[config.mk]
export PLATFORM = sky130hd
export DESIGN_NAME = pc_fetch_ctrl_flat
export DESIGN_NICKNAME = d
export VERILOG_FILES = /design/src/rtl/pc_fetch_ctrl_pkg.sv /design/src/rtl/pc_fetch_ctrl_if.sv /design/src/rtl/pc_fetch_ctrl_skid_buf.sv /design/src/rtl/pc_fetch_ctrl.sv /design/src/flat_wrapper.sv
export SDC_FILE = /design/constraint.sdc
export NUM_CORES = 1
export LEC_CHECK = 0
export ABC_AREA = 1
export CAP_MARGIN = 0
export CORE_ASPECT_RATIO = 0.6
export CORE_MARGIN = 1.5
export CORE_UTILIZATION = 25
export CTS_BUF_LIST = sky130_fd_sc_hd__clkbuf_4
export DETAILED_ROUTE_END_ITERATION = 8
export GPL_ROUTABILITY_DRIVEN = 0
export PLACE_DENSITY_LB_ADDON = 0.08
export SYNTH_ARGS = -nofsm -noshare
export SYNTH_HDL_FRONTEND = slang
export SYNTH_HIERARCHICAL = 1
export SYNTH_SLANG_ARGS = --single-unit
[constraint.sdc]
create_clock -name clk -period 6 [get_ports clk]
set_input_delay 1.2 -clock clk [delete_from_list [all_inputs] [get_ports clk]]
set_output_delay 1.2 -clock clk [all_outputs]
set_load 0.02 [all_outputs]
[src/rtl/pc_fetch_ctrl_pkg.sv]
// ============================================================================
// pc_fetch_ctrl_pkg : shared fetch constants, FSM encoding and IF/ID entry type
// Revision: 1.0
// ============================================================================
`default_nettype none

package pc_fetch_ctrl_pkg;

   localparam logic [31:0] PC_RESET = 32'h0000_3000;

   typedef enum logic [0:0] {
      FETCH_S_FETCH = 1'b0,
      FETCH_S_SKID  = 1'b1
   } fetch_state_e;

   typedef struct packed {
      logic [31:0] pc;
      logic [31:0] instr;
      logic        adel;
   } fetch_entry_t;

   function automatic logic pc_misaligned(input logic [31:0] pc);
      return pc[1:0] != 2'b00;
   endfunction

endpackage

`default_nettype wire

[src/rtl/pc_fetch_ctrl_if.sv]
// ============================================================================
// pc_fetch_ctrl_if : instruction-memory req/ack handshake bundle
// Revision: 1.0
// ============================================================================
`default_nettype none

interface pc_fetch_ctrl_if;
   logic        imem_req;
   logic [31:0] imem_addr;
   logic        imem_ack;
   logic [31:0] imem_rdata;

   modport master (output imem_req, output imem_addr, input imem_ack, input imem_rdata);
   modport slave  (input imem_req, input imem_addr, output imem_ack, output imem_rdata);
endinterface

`default_nettype wire

[src/rtl/pc_fetch_ctrl_skid_buf.sv]
// ============================================================================
// fetch_skid_buf : one-entry {pc, instr, adel} holding register with valid
// Revision: 1.0
// ============================================================================
`default_nettype none

module fetch_skid_buf
   import pc_fetch_ctrl_pkg::*;
(
   input  wire logic         clk,
   input  wire logic         reset,
   input  wire logic         load,
   input  wire logic         unload,
   input  wire fetch_entry_t din,
   output fetch_entry_t      dout,
   output logic              valid
);

   fetch_entry_t r_entry;
   logic         r_valid;

   always_ff @(posedge clk or posedge reset) begin
      if (reset) begin
         r_entry <= '0;
         r_valid <= 1'b0;
      end else if (load) begin
         r_entry <= din;
         r_valid <= 1'b1;
      end else if (unload) begin
         r_valid <= 1'b0;
      end
   end

   assign dout  = r_entry;
   assign valid = r_valid;

endmodule

`default_nettype wire

[src/rtl/pc_fetch_ctrl.sv]
// ============================================================================
// pc_fetch_ctrl : architectural PC owner and IF-stage fetch sequencer
// Revision: 1.0
// ============================================================================
`default_nettype none

module pc_fetch_ctrl
   import pc_fetch_ctrl_pkg::*;
#(
   parameter logic [31:0] RESET_PC = PC_RESET
)(
   input  wire logic        clk,
   input  wire logic        reset,
   input  wire logic        stall_i,
   input  wire logic        redirect_valid,
   input  wire logic [31:0] redirect_pc,
   pc_fetch_ctrl_if.master  imem,
   output logic             if_valid,
   output logic [31:0]      if_pc,
   output logic [31:0]      if_instr,
   output logic             if_adel
);

   fetch_state_e r_state;
   logic [31:0]  r_pc;
   logic [31:0]  r_pend_pc;
   logic         r_pend;
   logic         r_run;
   logic         r_if_valid;
   fetch_entry_t r_if;

   logic         w_misaligned;
   logic         w_fetching;
   logic         w_accept;
   logic         w_redir_now;
   logic         w_unload;
   logic         w_skid_load;
   logic         w_skid_valid;
   fetch_entry_t w_entry;
   fetch_entry_t w_skid_out;

   // r_run holds off the first request until the edge after reset release.
   assign w_misaligned = pc_misaligned(r_pc);
   assign w_fetching   = r_run && (r_state == FETCH_S_FETCH);
   assign w_accept     = w_fetching && (w_misaligned || imem.imem_ack);
   assign w_redir_now  = redirect_valid && !stall_i;
   assign w_unload     = (r_state == FETCH_S_SKID) && !stall_i;
   assign w_skid_load  = w_accept && stall_i && r_if_valid;

   assign w_entry.pc    = r_pc;
   assign w_entry.instr = w_misaligned ? 32'h0 : imem.imem_rdata;
   assign w_entry.adel  = w_misaligned;

   assign imem.imem_req  = w_fetching && !w_misaligned;
   assign imem.imem_addr = r_pc;

   fetch_skid_buf u_skid (
      .clk    (clk),
      .reset  (reset),
      .load   (w_skid_load),
      .unload (w_unload),
      .din    (w_entry),
      .dout   (w_skid_out),
      .valid  (w_skid_valid)
   );

   always_ff @(posedge clk or posedge reset) begin
      if (reset) begin
         r_state    <= FETCH_S_FETCH;
         r_pc       <= RESET_PC;
         r_pend     <= 1'b0;
         r_pend_pc  <= 32'h0;
         r_run      <= 1'b0;
         r_if_valid <= 1'b0;
         r_if       <= '{pc: RESET_PC, instr: 32'h0, adel: 1'b0};
      end else begin
         r_run <= 1'b1;

         // SKID has no request outstanding, so a redirect there retargets the PC at once.
         if (w_accept) begin
            r_pc   <= r_pend ? r_pend_pc : (w_redir_now ? redirect_pc : r_pc + 32'd4);
            r_pend <= 1'b0;
         end else if (w_unload && w_redir_now) begin
            r_pc   <= redirect_pc;
            r_pend <= 1'b0;
         end else if (w_redir_now) begin
            r_pend    <= 1'b1;
            r_pend_pc <= redirect_pc;
         end

         if (!stall_i) begin
            if (r_state == FETCH_S_SKID) begin
               r_if_valid <= w_skid_valid;
               r_if       <= w_skid_out;
               r_state    <= FETCH_S_FETCH;
            end else if (w_accept) begin
               r_if_valid <= 1'b1;
               r_if       <= w_entry;
            end else begin
               r_if_valid <= 1'b0;
            end
         end else if (w_accept) begin
            if (!r_if_valid) begin
               r_if_valid <= 1'b1;
               r_if       <= w_entry;
            end else begin
               r_state <= FETCH_S_SKID;
            end
         end
      end
   end

   assign if_valid = r_if_valid;
   assign if_pc    = r_if.pc;
   assign if_instr = r_if.instr;
   assign if_adel  = r_if.adel;

endmodule

`default_nettype wire

[src/flat_wrapper.sv]
// flat-port wrapper written by rule: the top's interface ports become plain ports
module pc_fetch_ctrl_flat import pc_fetch_ctrl_pkg::*;
#(
   parameter logic [31:0] RESET_PC = PC_RESET
)
  (clk, reset, stall_i, redirect_valid, redirect_pc, if_valid, if_pc, if_instr, if_adel, imem_imem_req, imem_imem_addr, imem_imem_ack, imem_imem_rdata);
  pc_fetch_ctrl_if imem_i ();
  input  wire logic clk;
  input  wire logic reset;
  input  wire logic stall_i;
  input  wire logic redirect_valid;
  input  wire logic [31:0] redirect_pc;
  output logic if_valid;
  output logic [31:0] if_pc;
  output logic [31:0] if_instr;
  output logic if_adel;
  output wire logic [$bits(imem_i.imem_req)-1:0] imem_imem_req;
  output wire logic [$bits(imem_i.imem_addr)-1:0] imem_imem_addr;
  input wire logic [$bits(imem_i.imem_ack)-1:0] imem_imem_ack;
  input wire logic [$bits(imem_i.imem_rdata)-1:0] imem_imem_rdata;
  assign imem_imem_req = imem_i.imem_req;
  assign imem_imem_addr = imem_i.imem_addr;
  assign imem_i.imem_ack = imem_imem_ack;
  assign imem_i.imem_rdata = imem_imem_rdata;
  pc_fetch_ctrl #(.RESET_PC(RESET_PC)) u_core (.clk(clk), .reset(reset), .stall_i(stall_i), .redirect_valid(redirect_valid), .redirect_pc(redirect_pc), .imem(imem_i), .if_valid(if_valid), .if_pc(if_pc), .if_instr(if_instr), .if_adel(if_adel));
endmodule
==> summary.md, run 1 <==
| Metric | Value |
|---|---|
| Yosys warning total | `6` |
| Crit-path cells | `nor2_4 -> buf_4 -> inv_1 -> nor2_1 -> clkdlybuf4s50_1` |
| Routed WL | `33700 um` |
| Global Route Usage Sum | `16.5%` |
| Internal power | `3.39 mW` |
| Avg WL per Cell | `16.7 um` |
| DRC viols | `0` |
| Fmax achieved | `248 MHz` |
| Setup CP Type | `reg2out` |
| Vias in the first global route | `8488` |
| Crit path max fanout | `19` |
| Minimum clock period after layout | `4030 ps` |
| Peak supply drop | `0.000163 V` |
| Filler cells | `4330` |
| Fin worst setup slack | `1970 ps` |
| Core ar. | `40300 sq um` |
| RSZ-0062 raised after global routing | `false` |
| Row cnt | `57` |
| CP bufs+invs | `3` |
| DR vias/cell | `4.40` |
| Largest net degree at the start of global routing | `76` |
| Post-synth cell types | `33` |
| Worst skew pair latency | `630 ps` |
| Vias | `8865` |
| Placed cell area | `12000 sq um` |
| Io pins | `168` |
| CTS Buf Count | `17` |
| Die width | `264 um` |
| Worst hold path class | `reg2reg` |
| Seq cells post-synth | `199` |
| Clock Skews | `26.3 ps` |
| Layout area overhead | `21.1%` |
| Status | `finished clean` |
| CP top delay family | `buffers and inverters` |
| Hold_ws | `489 ps` |
| Power share of the clock group | `13.5%` |
| Pins over their slew limit | `0` |
| Iter 0 DRT Violations | `631` |
| Worst path arrival time | `2830 ps` |
| Clock Pin Slew Worst Setup and Hold Paths | `190 ps` |
| PwrDens | `501 nW/um^2` |
| Setup TNS | `0 ps` |
| Static Leak | `6.04 nW` |
| Clock Tree Root | `clkbuf_4` |
| Clk sink count | `199` |
| Antenna viol nets, final | `0` |
| Post-layout instance area | `12300 sq um` |
| First-pass GRT wire length | `53200 um` |
| Initial antenna violation count | `1` |
| Crit-path slowest cell | `clkdlybuf4s50_1` |
| Layout cells sized above 1 | `4.99%` |
| Synthesized area | `10200 sq um` |
| Worst slew pin tran | `1040 ps` |
| Net Count, Synth | `1444` |
| CTS tree | `yes` |
| Relative slew margins | `30.8%` |
| Post-CTS setup buffer count | `0` |
| Quantity of hold-fixing buffers added after cts | `0` |
| Die ar. | `42000 sq um` |
| Final setup violation count | `0` |
| Final nets | `1541` |
| Maximum single-stage delay on the critical path | `630 ps` |
| Placed cells | `1983` |
| Gr ovfl total | `0` |
| Port-buffer cells | `167` |
| Fin. Hold Viols | `0` |
| Drt pass-1 iters | `5` |
| Net Sw Frac | `45.1%` |
| Final Non-Filler Cells | `2016` |
| Startpoint types | `flip-flop` |
| NetSw | `2.79 mW` |
| Post-synthesis instance total | `1374` |
| Post-cts repair resize count | `0` |
| H-tree Lvls | `4` |
| Pre-CTS setup slack | `2200 ps` |
| Initial Util | `25.3%` |
| Mean Syn Cell Area | `7.42 sq um` |
| Seq/Total Area, Yosys | `48.9%` |
| # Max-Cap Violations | `0` |
| DP HPWL | `22600 um` |
| Logic pwr share | `45.6%` |
| Crit share post-route | `67.1%` |
| Seq pwr share | `40.9%` |
| Critical Path RT | `4800 ps` |
| Die Ht | `159 um` |
| Crit end category | `output pin` |
| Max Root-Sink Buffers | `2` |
power by group through the flow:
| stage | Combinational (mW) | Clock [mW] | Sequential, mW |
|---|---|---|---|
| 2_1_floorplan | 1.66 | 0 | 2.60 |
| 3_3_place_gp | 2.82 | 0 | 2.59 |
| 3_5_place_dp | 2.85 | 0 | 2.57 |
| 4_1_cts | 2.86 | 0.883 | 2.55 |
| 5_1_grt | 3.16 | 0.931 | 2.64 |
| 6_report | 2.82 | 0.834 | 2.53 |
cell usage after synthesis:
master | instances | share of area [%]
o211ai_1 | 8 | 0.59
clkinv_1 | 1 | 0.037
nor2_1 | 115 | 4.2
nor2_2 | 2 | 0.12
nor2_4 | 2 | 0.22
or2_0 | 1 | 0.061
o22ai_1 | 1 | 0.061
a31oi_1 | 35 | 2.1
inv_1 | 101 | 3.7
nand2_2 | 2 | 0.12
nand4_1 | 2 | 0.12
nand3b_1 | 2 | 0.15
a21oi_1 | 64 | 3.1
a21oi_2 | 1 | 0.086
o21ai_0 | 61 | 3.0
nand2_1 | 557 | 21
a21boi_2 | 1 | 0.11
or2_2 | 3 | 0.18
o21ai_1 | 42 | 2.1
conb_1 | 1 | 0.037
dfstp_2 | 4 | 1.0
inv_2 | 6 | 0.22
o21ai_4 | 1 | 0.16
clkbuf_1 | 18 | 0.66
nand3_1 | 54 | 2.7
dfrtp_1 | 195 | 48
buf_6 | 7 | 0.77
xnor2_1 | 4 | 0.34
nand2_4 | 2 | 0.22
buf_2 | 30 | 1.5
xor2_1 | 3 | 0.26
buf_4 | 47 | 3.5
ha_1 | 1 | 0.12
cell type report:
class	count	area, sq um	area share, %
diodes	1	2.50	0.0203
clock buffers	17	128	1.03
clock inverters	15	193	1.56
inverters	108	410	3.33
multi-input cells	965	4180	33.8
flip-flops and latches	199	4980	40.4
well taps	531	664	5.38
repair buffers	180	1780	14.4
tightest hold or removal path: stages (launching register included):
cell and delay (ps):
dfrtp_1 370, nand2_1 50, nand2_1 50
layer usage:
metal | up-vias | wire length [um] | part of all wire [%] | GRT usage, %
met5 | - | 0 | 0 | 0
met4 | 0 | 190 | 0.56 | 2.65
met3 | 10 | 1380 | 4.1 | 3.34
met2 | 137 | 14400 | 43 | 23.8
met1 | 4244 | 17700 | 53 | 25.3
li1 | 4474 | - | - | -
kinds of logic (layout without fill, tap and decap cells):
group / Yosys count / count (layout) / share of synthesized area (%)
flops: 199 / 199 / 48.9
buf+inv: 210 / 320 / 10.4
compound gates: 214 / 214 / 11.4
xor+xnor: 7 / 7 / 0.602
fa+ha+maj: 1 / 1 / 0.123
other cells: 1 / 2 / 0.0368
simple gates: 742 / 742 / 28.6
cell usage in the layout (no fill, tap or decap), types with 2 or more instances in the layout:
cell type,Yosys,routed
nand2_1,557,557
dfrtp_1,195,195
clkdlybuf4s50_1,0,167
nor2_1,115,112
inv_1,101,99
a21oi_1,64,64
o21ai_0,61,61
nand3_1,54,54
o21ai_1,42,42
a31oi_1,35,35
clkbuf_4,0,17
buf_4,47,12
o211ai_1,8,8
inv_2,6,7
inv_6,0,4
nor2_4,2,4
xnor2_1,4,4
dfstp_2,4,4
clkinvlp_4,0,3
bufinv_16,0,3
clkinv_4,0,3
nor2_2,2,3
or2_2,3,3
xor2_1,3,3
inv_8,0,2
nand2_2,2,2
nand2_4,2,2
nand4_1,2,2
nand3b_1,2,2
through the flow:
| stage | util [%] | total power, mW |
|---|---|---|
| 6_report | 30.6 | 6.18 |
| 5_1_grt | 30.6 | 6.73 |
| 4_1_cts | 30.6 | 6.29 |
| 3_5_place_dp | 29.8 | 5.42 |
| 3_3_place_gp | 29.8 | 5.41 |
| 2_1_floorplan | - | 4.26 |
path summary, 6_finish.rpt:
check                                              start                     end  slack (ps)  cells after the start
worst max register to register  u_core/imem.imem_addr[0]  u_core/u_skid/dout[61]        2790                      9
worst max-delay path            u_core/imem.imem_addr[0]           imem_imem_req        1970                      5
worst min-delay path               u_core/u_skid/dout[8]   u_core/u_skid/dout[8]         490                      2
max in group asynchronous                          reset  u_core/u_skid/dout[34]        3810                      3
worst min register to register     u_core/u_skid/dout[8]   u_core/u_skid/dout[8]         490                      2
min in group asynchronous                          reset     u_core/if_instr[18]        1020                      2
sequential cells by signal (all words and copies together), names as in the netlist:
register / cells
u_core/if_adel: 1
u_core/r_run: 1
u_core/r_state: 1
u_core/u_skid/dout: 65
u_core/if_valid: 1
u_core/imem.imem_addr: 32
u_core/u_skid/valid: 1
u_core/r_pend_pc: 32
u_core/r_pend: 1
u_core/if_instr: 32
u_core/if_pc: 32
No activity file was read; power rests on OpenSTA's default activity.
==> run 2: changes to the inputs <==
- clock period: 6 -> 3.7 ns (I/O delays scaled with it)
==> summary.md, run 2 (synthesis gave the netlist of run 1 again) <==
| Metric | Value |
|---|---|
| Layout cells sized above 1 | `5.49% (+0.50 points)` |
| Antenna viol nets, final | `0 (unchanged)` |
| Max Root-Sink Buffers | `2 (unchanged)` |
| Die ar. | `42000 sq um (unchanged)` |
| Iter 0 DRT Violations | `574 (-9.0%)` |
| Crit. path cell count | `4 (-1)` |
| CP endpoint | `imem_imem_req` |
| Final nets | `1551 (+0.65%)` |
| Largest net degree at the start of global routing | `67 (-12%)` |
| Quantity of hold-fixing buffers added after cts | `0 (unchanged)` |
| Crit end category | `output pin` |
| PwrDens | `794 nW/um^2 (+59%)` |
| Core ar. | `40300 sq um (unchanged)` |
| DR vias/cell | `4.44 (+0.97%)` |
| R2R setup slack | `1390 ps (-1400 ps)` |
| Post-cts repair resize count | `0 (unchanged)` |
| Initial Util | `25.3% (unchanged)` |
| Worst skew pair latency | `630 ps (about the same)` |
| DP HPWL | `22300 um (-1.4%)` |
| Seq pwr share | `41.2% (+0.3 points)` |
| Clock Pin Slew Worst Setup and Hold Paths | `180 ps (about the same)` |
| Internal power | `5.41 mW (+60%)` |
| Net Sw Frac | `45.2% (+0.095 points)` |
| Clock Skews | `28.4 ps (+2.04 ps)` |
| Final setup violation count | `0 (unchanged)` |
| Minimum clock period after layout | `2960 ps` |
| Die Ht | `159 um (unchanged)` |
| Crit-path cells | `nor2_4 -> inv_1 -> nor2_1 -> clkdlybuf4s50_1` |
| Setup TNS | `0 ps (unchanged)` |
| Vias in the first global route | `8820 (+3.9%)` |
| Critical Path RT | `2960 ps (-1840 ps)` |
| First-pass GRT wire length | `52800 um (-0.73%)` |
| Max reg flops | `65 (unchanged)` |
| Worst hold stages | `2 (unchanged)` |
| CP top delay family | `buffers and inverters` |
| Initial antenna violation count | `2 (+1)` |
| Layout area overhead | `22.1%` |
| Relative slew margins | `52.3% (+22 points)` |
| CTS tree | `yes` |
| Utilization of the core after routing | `30.9% (+0.26 points)` |
| Row cnt | `57 (unchanged)` |
| Commonest cells after routing, fill and taps aside | `nand2_1 (557), dfrtp_1 (195), clkdlybuf4s50_1 (167)` |
| Vias | `9000 (+1.5%)` |
| Fin. Hold Viols | `0 (unchanged)` |
| Commonest non-fill, non-tap cell in the layout | `nand2_1` |
| Crit-path slowest cell | `clkdlybuf4s50_1` |
| Clock Tree Root | `clkbuf_4` |
| Startpoint types | `flip-flop` |
| NetSw | `4.47 mW (+60%)` |
| Crit path launch | `u_core/imem.imem_addr[1]` |
| Static Leak | `6.09 nW (+0.89%)` |
| Worst hold path class | `reg2reg` |
| Maximum single-stage delay on the critical path | `650 ps (+20 ps)` |
| Logic pwr share | `46.9% (+1.3 points)` |
| Peak supply drop | `0.000277 V (+70%)` |
| CP bufs+invs | `2 (-1)` |
| R2R depth | `10 (+1)` |
| Setup CP Type | `reg2out` |
| Fmax achieved | `338 MHz` |
| # Max-Cap Violations | `0 (unchanged)` |
| Avg WL per Cell | `16.2 um (-3.2%)` |
| Global Route Usage Sum | `16.2% (-0.30 points)` |
| Worst slew pin tran | `713 ps (-323 ps)` |
| Io pins | `168 (unchanged)` |
| Status | `finished clean` |
| Port-buffer cells | `167 (unchanged)` |
| Pins over their slew limit | `0 (unchanged)` |
| DRC viols | `0 (unchanged)` |
| Crit path max fanout | `5 (-14)` |
| Post-CTS setup buffer count | `0 (unchanged)` |
| Gr ovfl total | `0 (unchanged)` |
| Worst path arrival time | `2220 ps (-610 ps)` |
| RR Endpoint | `u_core/imem.imem_addr[28]` |
| H-tree Lvls | `4 (unchanged)` |
| Die width | `264 um (unchanged)` |
| Worst reg2reg startpoint | `u_core/imem.imem_addr[2]` |
| Drt pass-1 iters | `5 (unchanged)` |
| RSZ-0062 raised after global routing | `false` |
| Crit share post-route | `79.9%` |
| CTS Buf Count | `17 (unchanged)` |
| Routed WL | `32800 um (-2.6%)` |
| Power share of the clock group | `11.9% (-1.6 points)` |
| Clk sink count | `199 (unchanged)` |
==> run 2: metal layers <==
metal / global-route usage (%) / routed length, um / share of wire, %
met5: 0 / 0 / 0
met3: 3.33 / 1520 / 4.6
met2: 24.4 / 14300 / 43
met4: 3.13 / 236 / 0.72
met1: 23.8 / 16800 / 51
==> run 2: cell type report <==
cell class              instances  area (sq um)
inverters                     108           412
clock inverters                15           125
fillers                      4321         27900
repair buffers                190          1960
flip-flops and latches        199          4980
multi-input cells             965          4170
clock buffers                  17           128
diodes                          2          5.00
well taps                     531           664
==> run 2: through the flow <==
stage / cells / area (sq um) / worst slack [ps] / hold WS (ps) / power, mW
finish: 2027 / 12400 / 744 / 488 / 9.89
global placement: 1993 / 12200 / 844 / 449 / 8.80
floorplan: 1374 / 10200 / 1310 / 437 / 6.91
CTS: 2025 / 12400 / 640 / 492 / 10.1
detailed placement: 1993 / 12200 / 838 / 453 / 8.84
global route: 2027 / 12400 / 547 / 491 / 10.8
==> run 2: worst min-delay path by stage <==
stage	start	to
6_report	u_core/u_skid/dout[18]	u_core/u_skid/dout[18]
5_1_grt	reset	u_core/if_instr[0]
4_1_cts	u_core/u_skid/dout[12]	u_core/u_skid/dout[12]
3_5_place_dp	u_core/u_skid/dout[9]	u_core/u_skid/dout[9]
3_3_place_gp	u_core/u_skid/dout[12]	u_core/u_skid/dout[12]
2_1_floorplan	u_core/u_skid/dout[10]	u_core/u_skid/dout[10]
==> run 2: power by group through the flow <==
stage / Clock (mW) / Combinational [mW] / Sequential, mW
2_1_floorplan: 0 / 2.69 / 4.22
3_3_place_gp: 0 / 4.65 / 4.16
3_5_place_dp: 0 / 4.69 / 4.14
4_1_cts: 1.25 / 4.71 / 4.10
5_1_grt: 1.34 / 5.22 / 4.23
6_report: 1.18 / 4.64 / 4.07
==> run 2: worst min-delay path: stages, from the launching register on <==
cell	delay [ps]
dfrtp_1	370
nand2_1	50
nand2_1	50
==> run 3: changes to the inputs <==
- clock period: 3.7 -> 2.5 ns (I/O delays scaled with it)
==> summary.md, run 3 (synthesis gave the netlist of run 1 again) <==
| Metric | Value |
|---|---|
| Status | `finished clean` |
| Antenna viol nets, final | `0 (unchanged)` |
| Relative slew margins | `49.8% (-2.5 points)` |
| H-tree Lvls | `4 (unchanged)` |
| Startpoint types | `flip-flop` |
| Layout area overhead | `25.5%` |
| Die Ht | `159 um (unchanged)` |
| Die ar. | `42000 sq um (unchanged)` |
| Layout cells sized above 1 | `8.10% (+2.6 points)` |
| Largest net degree at the start of global routing | `75 (+12%)` |
| Worst slew pin tran | `752 ps (+38.8 ps)` |
| Setup CP Type | `reg2out` |
| CP top delay family | `buffers and inverters` |
| Io pins | `168 (unchanged)` |
| DRC viols | `0 (unchanged)` |
| Worst path arrival time | `1870 ps (-350 ps)` |
| Clock Skews | `29.8 ps (+1.43 ps)` |
| Post-CTS setup buffer count | `0 (unchanged)` |
| Drt pass-1 iters | `5 (unchanged)` |
| RSZ-0062 raised after global routing | `false` |
| CTS Buf Count | `17 (unchanged)` |
| Pins over their slew limit | `0 (unchanged)` |
| Vias | `8978 (-0.24%)` |
| CP bufs+invs | `1 (-1)` |
| First-pass GRT wire length | `52700 um (-0.20%)` |
| Minimum clock period after layout | `2370 ps` |
| Die width | `264 um (unchanged)` |
| Max Root-Sink Buffers | `2 (unchanged)` |
| DP HPWL | `23300 um (+4.8%)` |
| Avg WL per Cell | `16.3 um (+0.71%)` |
| Crit share post-route | `94.8%` |
| Commonest non-fill, non-tap cell in the layout | `nand2_1` |
| Worst hold path class | `in2async` |
| Clk sink count | `199 (unchanged)` |
| Crit-path cells | `clkdlybuf4s50_1` |
| Static Leak | `6.25 nW (+2.6%)` |
| DR vias/cell | `4.38 (-1.4%)` |
| Fin. Hold Viols | `0 (unchanged)` |
| Worst skew pair latency | `640 ps (about the same)` |
| Utilization of the core after routing | `31.7% (+0.84 points)` |
| Setup TNS | `0 ps (unchanged)` |
| Critical Path RT | `2000 ps (-960 ps)` |
| Routed WL | `33500 um (+1.9%)` |
| Final nets | `1576 (+1.6%)` |
| Row cnt | `57 (unchanged)` |
| Vias in the first global route | `8510 (-3.5%)` |
| Fmax achieved | `422 MHz` |
| Port-buffer cells | `167 (unchanged)` |
| Gr ovfl total | `0 (unchanged)` |
| CTS tree | `yes` |
| Initial antenna violation count | `1 (-1)` |
| Commonest cells after routing, fill and taps aside | `nand2_1 (557), dfrtp_1 (179), clkdlybuf4s50_1 (163)` |
| Post-cts repair resize count | `11 (+11)` |
| Crit path max fanout | `7 (+2)` |
| Quantity of hold-fixing buffers added after cts | `0 (unchanged)` |
| Clock Pin Slew Worst Setup and Hold Paths | `190 ps (about the same)` |
| PwrDens | `1180 nW/um^2 (+49%)` |
| Crit end category | `output pin` |
| Maximum single-stage delay on the critical path | `680 ps (+30 ps)` |
| # Max-Cap Violations | `0 (unchanged)` |
| Global Route Usage Sum | `16.4% (+0.17 points)` |
| Final setup violation count | `0 (unchanged)` |
| Max reg flops | `65 (unchanged)` |
| Hold_ws | `249 ps (-240 ps)` |
| Core ar. | `40300 sq um (unchanged)` |
| Peak supply drop | `0.000465 V (+68%)` |
| Crit-path slowest cell | `clkdlybuf4s50_1` |
| Iter 0 DRT Violations | `604 (+5.2%)` |
| Clock Tree Root | `clkbuf_4` |
| Initial Util | `25.3% (unchanged)` |
==> run 3: changes by cell type in the layout (fill, tap and decap cells not counted), moves of 4 or more <==
cell             previous run  this run
buf_12                      9        16
buf_4                      14        32
clkdlybuf4s50_1           167       163
dfrtp_1                   195       179
dfrtp_2                     0        16
==> run 3: worst paths after layout <==
| check | startpoint | endpoint | slack (ps) | depth (start not counted) |
|---|---|---|---|---|
| worst max register to register | u_core/imem.imem_addr[3] | u_core/imem.imem_addr[26] | 460 | 10 |
| worst min register to register | u_core/u_skid/dout[26] | u_core/u_skid/dout[26] | 490 | 2 |
| worst max-delay path | u_core/imem.imem_addr[5] | imem_imem_addr[5] | 130 | 1 |
| worst min-delay path | reset | u_core/u_skid/dout[6] | 250 | 2 |
| max in group asynchronous | reset | u_core/imem.imem_addr[13] | 1540 | 3 |
| min in group clk | redirect_pc[2] | u_core/imem.imem_addr[2] | 440 | 3 |
==> run 3: cell type report <==
class | count | area, sq um
flip-flops and latches | 199 | 5000
inverters | 108 | 412
clock inverters | 15 | 176
clock buffers | 17 | 128
repair buffers | 215 | 2230
well taps | 531 | 664
multi-input cells | 965 | 4170
fillers | 4314 | 27500
diodes | 1 | 2.50
==> run 3: metrics by stage <==
step           power, mW  setup WS [ps]  cell area [sq um]  cells
5_1_grt             16.4           2.06              12800   2051
6_report            15.1            130              12800   2051
3_3_place_gp        13.3            189              12500   2018
2_1_floorplan       10.2            345              10200   1374
3_5_place_dp        13.3            148              12500   2018
4_1_cts             15.3           5.79              12800   2050
==> run 3: report_power, final <==
group / switching (mW) / internal (mW)
clock network: 1.25 / 0.697
registers: 1.29 / 4.68
logic: 4.16 / 3.02
total: 6.70 / 8.40
==> run 3: layer usage <==
metal	GRT usage, %	wire length [um]	vias to the layer above
met2	23.9	14400	174
met3	3.15	1230	15
met1	24.8	17600	4251
met4	3.00	275	0
li1	-	-	4538
met5	0	0	-
==> run 3: worst register-to-register path, stage by stage (launching register included) <==
cell     delay, ps
dfrtp_2        490
ha_1           230
nand2_1         80
nor2_2         160
nand2_1        230
nor2_2         320
nand2_1         80
nand2_1         70
nand3_1        110
nand2_1         90
nand2_1         50
